**src/rtl/gpu_pixel_writer_pkg.sv**
```systemverilog
// rtl/gpu_pixel_writer_pkg.sv - shared graphics-mode constants and pixel helpers for the pixel writer
package gpu_pixel_writer_pkg;

  localparam logic [1:0] GPU_MODE_1BPP = 2'b00;
  localparam logic [1:0] GPU_MODE_2BPP = 2'b01;
  localparam logic [1:0] GPU_MODE_4BPP = 2'b10;

  localparam int GPU_1BPP_WIDTH  = 320;
  localparam int GPU_1BPP_HEIGHT = 200;
  localparam int GPU_1BPP_BPR    = 40;
  localparam int GPU_2BPP_WIDTH  = 160;
  localparam int GPU_2BPP_HEIGHT = 200;
  localparam int GPU_2BPP_BPR    = 40;
  localparam int GPU_4BPP_WIDTH  = 160;
  localparam int GPU_4BPP_HEIGHT = 100;
  localparam int GPU_4BPP_BPR    = 80;

  typedef struct packed {
    logic [8:0] x;
    logic [7:0] y;
    logic [3:0] color;
    logic       op;
    logic [1:0] mode;
  } pixel_cmd_t;

  // Invalid mode 2'b11 is always out of bounds, so it is rejected with the same path.
  function automatic logic pixel_in_bounds(input logic [1:0] mode, input logic [8:0] x,
                                           input logic [7:0] y);
    case (mode)
      GPU_MODE_1BPP: return (x < 9'(GPU_1BPP_WIDTH)) && (y < 8'(GPU_1BPP_HEIGHT));
      GPU_MODE_2BPP: return (x < 9'(GPU_2BPP_WIDTH)) && (y < 8'(GPU_2BPP_HEIGHT));
      GPU_MODE_4BPP: return (x < 9'(GPU_4BPP_WIDTH)) && (y < 8'(GPU_4BPP_HEIGHT));
      default:       return 1'b0;
    endcase
  endfunction

  function automatic logic [16:0] pixel_offset(input logic [1:0] mode, input logic [8:0] x,
                                               input logic [7:0] y);
    case (mode)
      GPU_MODE_1BPP: return 17'(y) * 17'(GPU_1BPP_BPR) + 17'(x >> 3);
      GPU_MODE_2BPP: return 17'(y) * 17'(GPU_2BPP_BPR) + 17'(x >> 2);
      GPU_MODE_4BPP: return 17'(y) * 17'(GPU_4BPP_BPR) + 17'(x >> 1);
      default:       return 17'd0;
    endcase
  endfunction

endpackage

```
**src/rtl/gpu_pixel_merge.sv**
```systemverilog
// rtl/gpu_pixel_merge.sv - combinational SET/XOR merge of one pixel field into a packed VRAM byte
module gpu_pixel_merge
  import gpu_pixel_writer_pkg::*;
(
  input  logic [1:0] mode,
  input  logic [2:0] x_lo,
  input  logic [3:0] color,
  input  logic       op,
  input  logic [7:0] old_byte,
  output logic [7:0] new_byte
);

  logic [7:0] mask;
  logic [7:0] val;
  logic [2:0] sh2;

  assign sh2 = {x_lo[1:0], 1'b0};

  // Pixels are MSB-first, so pixel 0 of a byte always occupies the top field.
  always_comb begin
    mask = 8'h00;
    val  = 8'h00;
    case (mode)
      GPU_MODE_1BPP: begin
        mask = 8'h80 >> x_lo;
        val  = color[0] ? mask : 8'h00;
      end
      GPU_MODE_2BPP: begin
        mask = 8'hC0 >> sh2;
        val  = {color[1:0], 6'b0} >> sh2;
      end
      GPU_MODE_4BPP: begin
        mask = x_lo[0] ? 8'h0F : 8'hF0;
        val  = x_lo[0] ? {4'h0, color} : {color, 4'h0};
      end
      default: begin
        mask = 8'h00;
        val  = 8'h00;
      end
    endcase
  end

  assign new_byte = op ? (old_byte ^ val) : ((old_byte & ~mask) | val);

endmodule

```
**src/rtl/gpu_pixel_writer.sv**
```systemverilog
// rtl/gpu_pixel_writer.sv - single-pixel read-modify-write plotter into the packed VRAM framebuffer
module gpu_pixel_writer
  import gpu_pixel_writer_pkg::*;
#(
  parameter int ADDR_W = 15
) (
  input  logic              clk_pixel,
  input  logic              rst,
  input  logic              cmd_valid,
  output logic              cmd_ready,
  input  logic [8:0]        cmd_x,
  input  logic [7:0]        cmd_y,
  input  logic [3:0]        cmd_color,
  input  logic              cmd_op,
  input  logic [1:0]        gpu_mode,
  input  logic [ADDR_W-1:0] fb_base_addr,
  output logic [ADDR_W-1:0] vram_addr,
  output logic              vram_re,
  input  logic [7:0]        vram_rdata,
  output logic              vram_we,
  output logic [7:0]        vram_wdata,
  output logic              done,
  output logic              err
);

  localparam logic [2:0] ST_IDLE  = 3'd0;
  localparam logic [2:0] ST_CALC  = 3'd1;
  localparam logic [2:0] ST_READ  = 3'd2;
  localparam logic [2:0] ST_WAIT  = 3'd3;
  localparam logic [2:0] ST_WRITE = 3'd4;
  localparam logic [2:0] ST_ERR   = 3'd5;

  logic [2:0]        state_q, state_d;
  pixel_cmd_t        cmd_q, cmd_d;
  logic [ADDR_W-1:0] base_q, base_d;
  logic [ADDR_W-1:0] addr_q, addr_d;
  logic              re_q, re_d;
  logic              we_q, we_d;
  logic              err_q, err_d;
  logic [7:0]        wdata_q, wdata_d;
  logic [7:0]        merged;
  logic              in_bounds;

  assign in_bounds = pixel_in_bounds(cmd_q.mode, cmd_q.x, cmd_q.y);

  // The merge sees vram_rdata directly; it is only registered in WAIT, where the read data is valid.
  gpu_pixel_merge u_merge (
    .mode     (cmd_q.mode),
    .x_lo     (cmd_q.x[2:0]),
    .color    (cmd_q.color),
    .op       (cmd_q.op),
    .old_byte (vram_rdata),
    .new_byte (merged)
  );

  always_comb begin
    state_d = state_q;
    cmd_d   = cmd_q;
    base_d  = base_q;
    addr_d  = addr_q;
    wdata_d = wdata_q;
    re_d    = 1'b0;
    we_d    = 1'b0;
    err_d   = 1'b0;
    case (state_q)
      ST_IDLE: begin
        if (cmd_valid) begin
          cmd_d.x     = cmd_x;
          cmd_d.y     = cmd_y;
          cmd_d.color = cmd_color;
          cmd_d.op    = cmd_op;
          cmd_d.mode  = gpu_mode;
          base_d      = fb_base_addr;
          state_d     = ST_CALC;
        end
      end
      ST_CALC: begin
        if (in_bounds) begin
          addr_d  = base_q + ADDR_W'(pixel_offset(cmd_q.mode, cmd_q.x, cmd_q.y));
          re_d    = 1'b1;
          state_d = ST_READ;
        end else begin
          err_d   = 1'b1;
          state_d = ST_ERR;
        end
      end
      ST_READ:  state_d = ST_WAIT;
      ST_WAIT: begin
        wdata_d = merged;
        we_d    = 1'b1;
        state_d = ST_WRITE;
      end
      ST_WRITE: state_d = ST_IDLE;
      ST_ERR:   state_d = ST_IDLE;
      default:  state_d = ST_IDLE;
    endcase
  end

  always_ff @(posedge clk_pixel or posedge rst) begin
    if (rst) begin
      state_q <= ST_IDLE;
      cmd_q   <= '0;
      base_q  <= '0;
      addr_q  <= '0;
      wdata_q <= 8'h00;
      re_q    <= 1'b0;
      we_q    <= 1'b0;
      err_q   <= 1'b0;
    end else begin
      state_q <= state_d;
      cmd_q   <= cmd_d;
      base_q  <= base_d;
      addr_q  <= addr_d;
      wdata_q <= wdata_d;
      re_q    <= re_d;
      we_q    <= we_d;
      err_q   <= err_d;
    end
  end

  assign cmd_ready  = (state_q == ST_IDLE);
  assign vram_addr  = addr_q;
  assign vram_re    = re_q;
  assign vram_we    = we_q;
  assign vram_wdata = wdata_q;
  assign done       = we_q;
  assign err        = err_q;

endmodule

```
**config.mk**
```make
export PLATFORM = sky130hd
export DESIGN_NAME = gpu_pixel_writer
export DESIGN_NICKNAME = d
export VERILOG_FILES = /design/src/rtl/gpu_pixel_writer_pkg.sv /design/src/rtl/gpu_pixel_merge.sv /design/src/rtl/gpu_pixel_writer.sv
export SDC_FILE = /design/constraint.sdc
export NUM_CORES = 1
export LEC_CHECK = 0
export ABC_AREA = 1
export CORE_MARGIN = 2
export CORE_UTILIZATION = 59
export DETAILED_ROUTE_END_ITERATION = 7
export PLACE_DENSITY = 0.95
export SETUP_SLACK_MARGIN = 0.2
export SYNTH_ARGS = -nofsm -noshare
export SYNTH_HDL_FRONTEND = slang
export SYNTH_SLANG_ARGS = --single-unit
```
**constraint.sdc**
```tcl
create_clock -name clk_pixel -period 5.5 [get_ports clk_pixel]
set_clock_uncertainty 0.05 [all_clocks]
set_input_delay 0.825 -clock clk_pixel [delete_from_list [all_inputs] [get_ports clk_pixel]]
set_output_delay 0.825 -clock clk_pixel [all_outputs]
set_load 0.01 [all_outputs]
```
==> metrics, run 1 <==
global route overflow=0; crit path time final=4210 ps; Post-DRT Antenna Nets=0; area leader, netlist=dfrtp_1; post-CTS resize count=0; n_diodes=0; FF+latch count, synth=68; Crit. End Element=flop; Hold Crit Class=flop to flop; Seq/Total Area, Yosys=around 36%; Clock Sinks=68; top cell type's share of synthesized area=35.7%; library cells used by synthesis=39; CTS Hold Bufs=0; CP required=5760 ps; Synth Instances=607; # DRC=0; EDFF count, synth=0; Worst-Margin Slew=1080 ps; initial antenna violation count=0; FMAX=0.238 GHz; Final Hold Viols=0; TritonCTS Buffers=9; FF+latch area=1700 um2; hold path start=vram_wdata[5]; main flop type after synthesis=dfrtp_1; Clock transition at path regs=80 ps; CP max stage cell=fa_1; Routed WL=11900 um; Endpoint, Worst Hold=vram_wdata[5]; RSZ-0062 raised after global routing=no; ranking of synthesized cells by area=dfrtp_1, nand2_1, ha_1; worst setup path class=flop to flop; setup violators final=0; Critical Path Source Type=flop; Die Ht=93.8 um; drt via density=just under 6; maximum number of pins on one net before global-route repair=69; Final period util=76.5%; Reg2Reg Launch Point=cmd_q[1]; crit-path max cell delay=460 ps; DR vias=between 4000 and 5000; cell area after synthesis=about 4800 um2; postcts setup bufs=0; CTS max path bufs=2; CORE AREA=around 7800 um2; Max transition margin=between 20% and 30%; Final Max Slew Viols=0; worst skew pair latency=roughly 370 ps; I/O pin count=between 70 and 80; status=complete, no violations; H-tree depth=3; syn avg cell area=just under 8 um2; GP Congestion=0.951; first-pass GRT wire length=19800 um; share of layout cells above drive strength 1=9.05%; max cap viols=0; Register-to-Register Setup Slack=1290 ps; wire per inst=15.1 um; pre-CTS WS=1530 ps; CTS tree=built; Setup WS post-layout=~1300 ps; fillers=557; Synth warnings=0; # port buffers=77; Mapped Nets=699; Worst Hold Depth=2; worst reg2reg path endpoint=vram_addr[14]; Initial Util=61.3%; dpl hpwl=a little under 9000 um; row count=32; crit-path max FO=9; WP data arrival=4470 ps; first-pass iteration count of the detailed router=5; Chip Width=roughly 94 um; Multi-input gate area=2710 um2; number of global-route vias before repair=4400; Setup TNS=0 ps; CTS root buf=clkbuf_8; GRT Overall Usage=between 20% and 30%; DRT iter0 DRCs=approximately 350; area delta synth->final=21.3%; Worst R2R Path Depth=27; fin nets=772; ys async rst share=100%; die area=8810 um2; critical path's most frequent cell=inv_1
cells in the mapped netlist (3+ instances only):
library cell	instances
a21oi_1	53
buf_2	6
clkbuf_1	6
dfrtp_1	68
fa_1	4
ha_1	38
inv_1	68
inv_2	4
mux2_2	25
nand2_1	148
nand2_2	5
nand3_1	33
nand3_2	3
nand4_1	6
nor2_1	40
o211ai_1	7
o21ai_0	33
o21ai_1	19
xnor2_1	5
xor2_1	6
how the worst max path moves through the flow:
stage | slack, ps | from | to
after floorplan | 2090 | cmd_q[1] | vram_addr[14]
after global placement | 1850 | cmd_q[1] | vram_addr[14]
after detailed placement | 1530 | cmd_q[1] | vram_addr[14]
after CTS | 1400 | cmd_q[1] | vram_addr[14]
after global routing | 1060 | cmd_q[1] | vram_addr[14]
final | 1290 | cmd_q[1] | vram_addr[14]
registers in the layout, indices dropped and copies added, names as in the netlist:
signal,cells
vram_wdata,8
state_q,3
vram_addr,15
base_q,15
err,1
done,1
vram_re,1
cmd_q,24
placed cells by master, fill, tap and decap left out, drive strengths merged:
| cell | netlist | routed |
|---|---|---|
| nand2 | 155 | 155 |
| clkdlybuf4s50 | 0 | 77 |
| inv | 72 | 73 |
| dfrtp | 68 | 68 |
| a21oi | 54 | 54 |
| o21ai | 54 | 54 |
| nor2 | 42 | 42 |
| ha | 38 | 38 |
| nand3 | 36 | 36 |
| mux2 | 25 | 25 |
| clkbuf | 6 | 10 |
| o211ai | 7 | 7 |
| xor2 | 6 | 6 |
| nand4 | 6 | 6 |
| xnor2 | 5 | 5 |
| fa | 4 | 4 |
| a21boi | 2 | 2 |
| nor3 | 2 | 2 |
| o311ai | 2 | 2 |
| nand3b | 2 | 2 |
| a21o | 2 | 2 |
| o21a | 2 | 2 |
| a22o | 2 | 2 |
| a31oi | 2 | 2 |
| clkinvlp | 0 | 2 |
| clkinv | 0 | 2 |
| and3 | 1 | 1 |
| o211a | 1 | 1 |
| o32ai | 1 | 1 |
| bufinv | 0 | 1 |
| buf | 10 | 1 |
layout make-up:
cell class / count / area share, %
timing repair buffer: 78 / 13.5
clock buffer: 10 / 2.21
sequential: 68 / 29.5
multi-input combinational: 451 / 46.9
tap: 102 / 2.21
inverter: 72 / 4.68
clock inverter: 6 / 1.10
cell families after synthesis:
family	after synthesis	share of synthesized area [%]
AND/OR/NAND/NOR	244	22.1
AO/OA/AOI/OAI	129	15.0
buffers and inverters	88	7.49
flip-flops	68	35.7
adder cells (fa/ha/maj)	42	11.7
multiplexers	25	5.91
XOR/XNOR	11	2.02
per-stage QoR:
step                std cells  hold slack (ps)  area (um2)  util [%]
floorplan                 607              414        4760         -
global placement          771              414        5580      71.9
detailed placement        771              416        5580      71.9
CTS                       787              437        5780      74.4
global route              787              456        5780      74.4
finish                    787              439        5780      74.4
worst max-delay path, delay by kind of cell, from the launching register on:
kind | cells | cell delay [ps]
adders and majority gates | 3 | 1140
and+or+nand+nor | 11 | 890
AOI/OAI and AO/OA | 7 | 1070
DFF | 1 | 400
buffers and inverters | 6 | 570
metal layers:
metal	part of all wire (%)	GRT usage, %	up-vias
met4	2.2	10.5	0
met5	0	0	-
met2	50	48.2	206
li1	-	-	2169
met3	7.3	6.82	35
met1	41	35.2	2144
Power of run 1 is left out: the tool's default activity adds up to more than one toggle a clock period on the data nets, which glitch-free logic cannot reach.
==> run 2: changes to the inputs <==
--- a/config.mk
+++ b/config.mk
@@ -7,9 +7,9 @@
 export LEC_CHECK = 0
 export ABC_AREA = 1
 export CORE_MARGIN = 2
-export CORE_UTILIZATION = 59
+export CORE_UTILIZATION = 54
 export DETAILED_ROUTE_END_ITERATION = 7
-export PLACE_DENSITY = 0.95
+export PLACE_DENSITY = 0.91
 export SETUP_SLACK_MARGIN = 0.2
 export SYNTH_ARGS = -nofsm -noshare
 export SYNTH_HDL_FRONTEND = slang
==> constraint.sdc (replaced) <==
create_clock -name clk_pixel -period 4.28 [get_ports clk_pixel]
set_clock_uncertainty 0.05 [all_clocks]
set_input_delay 0.642 -clock clk_pixel [delete_from_list [all_inputs] [get_ports clk_pixel]]
set_output_delay 0.642 -clock clk_pixel [all_outputs]
set_load 0.01 [all_outputs]
==> metrics, run 2 (same netlist as run 1, synthesis figures left out) <==
number of global-route vias before repair=4321 (was 4400); Chip Width=97.9 um (was 93.8 um); Worst-Margin Slew=1080 ps (about the same); # port buffers=77 (unchanged); CTS tree=built (unchanged); Routed WL=11800 um (was 11900 um); crit path from=cmd_q[10] (was cmd_q[1]); worst reg2reg path endpoint=vram_addr[14] (unchanged); Multi-input gate area=2730 um2 (was 2710 um2); worst setup path class=flop to flop (unchanged); Final Hold Viols=0 (unchanged); Crit. End Element=flop (unchanged); Top reg by flops=cmd_q (unchanged); setup violators final=0 (unchanged); worst skew pair latency=360 ps (was 370 ps); GP Congestion=0.932 (was 0.951); status=complete, no violations (unchanged); TritonCTS Buffers=9 (unchanged); first-pass GRT wire length=19600 um (was 19800 um); # DRC=0 (unchanged); Final Max Slew Viols=0 (unchanged); Die Ht=97.9 um (was 93.8 um); Hold Crit Class=flop to flop (unchanged); Worst Hold Slack=428 ps (was 439 ps); Clock Sinks=68 (unchanged); Reg2Reg Launch Point=cmd_q[10] (was cmd_q[1]); Final period util=87.9% (was 76.5%); max reg flops=24 (unchanged); area delta synth->final=23.3% (was 21.3%); row count=34 (was 32); drt via density=5.66 (was 5.79); Clock transition at path regs=90 ps (was 80 ps); first-pass iteration count of the detailed router=5 (unchanged); FMAX=0.266 GHz (was 0.238 GHz); die area=9590 um2 (was 8810 um2); H-tree depth=3 (unchanged); crit-path max FO=6 (was 9); global route overflow=0 (unchanged); dpl hpwl=8730 um (was 8890 um); fillers=673 (was 557); Post-DRT Antenna Nets=0 (unchanged); Setup TNS=0 ps (unchanged); wire per inst=14.7 um (was 15.1 um); n_diodes=0 (unchanged); I/O pin count=78 (unchanged); most frequent cells in the layout=nand2_1, clkdlybuf4s50_1, dfrtp_1 (unchanged); Initial Util=55.1% (was 61.3%); fin nets=780 (was 772); share of layout cells above drive strength 1=11.0% (was 9.05%); end point of the critical path=vram_addr[14] (unchanged); DR vias=4530 (was 4554); post-layout util=68.0% (was 74.4%); crit path time final=3760 ps (was 4210 ps); CTS Hold Bufs=0 (unchanged); max cap viols=0 (unchanged); Worst R2R Path Depth=23 (was 27); Critical Path Source Type=flop (unchanged); CP required=4480 ps (was 5760 ps); CORE AREA=8640 um2 (was 7770 um2); CTS max path bufs=2 (unchanged); CTS root buf=clkbuf_8 (unchanged); DRT iter0 DRCs=349 (unchanged); maximum number of pins on one net before global-route repair=54 (was 69); Register-to-Register Setup Slack=520 ps (was 1290 ps); Worst Hold Depth=2 (unchanged); Max transition margin=27.9% (was 27.8%); FF+latch area=1700 um2 (about the same); commonest non-fill, non-tap cell in the layout=nand2_1 (unchanged); RSZ-0062 raised after global routing=no (unchanged); GRT Overall Usage=24.7% (was 28.4%); WP data arrival=3960 ps (was 4470 ps); initial antenna violation count=0 (unchanged)
-- run 2: cell count changes in the layout (fill, tap and decap cells not counted), sizes merged --
cell,delta
clkinvlp,+1
buf,+8
clkinv,-1
inv,+1
clkbuf,-1
-- run 2: critical path, cell delays in order, from the launching register on --
cell	delay, ps
dfrtp_1	440
ha_1	300
ha_1	240
fa_1	390
nand2_1	100
nand3_2	90
nand2_1	60
nand2_1	60
nand2_2	90
nand2_4	80
nor2_8	140
nand2_1	110
o211ai_1	190
a21oi_1	90
ha_1	390
nand2_1	100
nor2_1	160
nand2_1	90
o211a_1	120
o21a_1	110
inv_1	50
nand3_1	70
nand3_1	80
nand2_1	50
-- run 2: area by class of cell --
| cell class | instances | share of cell area [%] |
|---|---|---|
| flip-flops and latches | 68 | 29.0 |
| clock buffers | 9 | 2.11 |
| well taps | 108 | 2.30 |
| repair buffers | 86 | 14.3 |
| clock inverters | 7 | 1.28 |
| multi-input cells | 451 | 46.4 |
| inverters | 72 | 4.60 |
-- run 2: worst min-delay path by stage --
stage	startpoint	endpoint
CTS	vram_addr[0]	vram_addr[0]
global route	vram_addr[0]	vram_addr[0]
finish	vram_addr[0]	vram_addr[0]
detailed placement	vram_addr[0]	vram_addr[0]
global placement	vram_addr[0]	vram_addr[0]
floorplan	state_q[0]	state_q[0]
-- run 2: timing repair --
item	4_1_cts	5_1_grt
gates resized for setup	0	7
setup buffers	0	7
setup endpoints to repair	0	5
-- run 2: layer usage --
layer  global-route usage (%)  part of all wire (%)
met1                     32.1                    41
met2                     40.6                    49
met3                     4.01                   6.8
met4                     11.5                   3.6
met5                        0                     0
-- run 2: through the flow --
| stage | setup WS (ps) | instances | instance area [um2] |
|---|---|---|---|
| detailed placement | 410 | 778 | 5600 |
| global placement | 617 | 778 | 5600 |
| floorplan | 873 | 607 | 4760 |
| finish | 520 | 801 | 5870 |
| global route | 221 | 801 | 5870 |
| CTS | 329 | 794 | 5800 |
Power of run 2 is left out for the same reason.
==> run 3: changes to the inputs <==
--- a/config.mk
+++ b/config.mk
@@ -8,6 +8,7 @@
 export ABC_AREA = 1
 export CORE_MARGIN = 2
 export CORE_UTILIZATION = 54
+export CTS_CLUSTER_SIZE = 14
 export DETAILED_ROUTE_END_ITERATION = 7
 export PLACE_DENSITY = 0.91
 export SETUP_SLACK_MARGIN = 0.2
==> results of run 3 <==
Final layout, timing and power as in run 2 (identical DEF).
Power of run 3 is left out for the same reason.
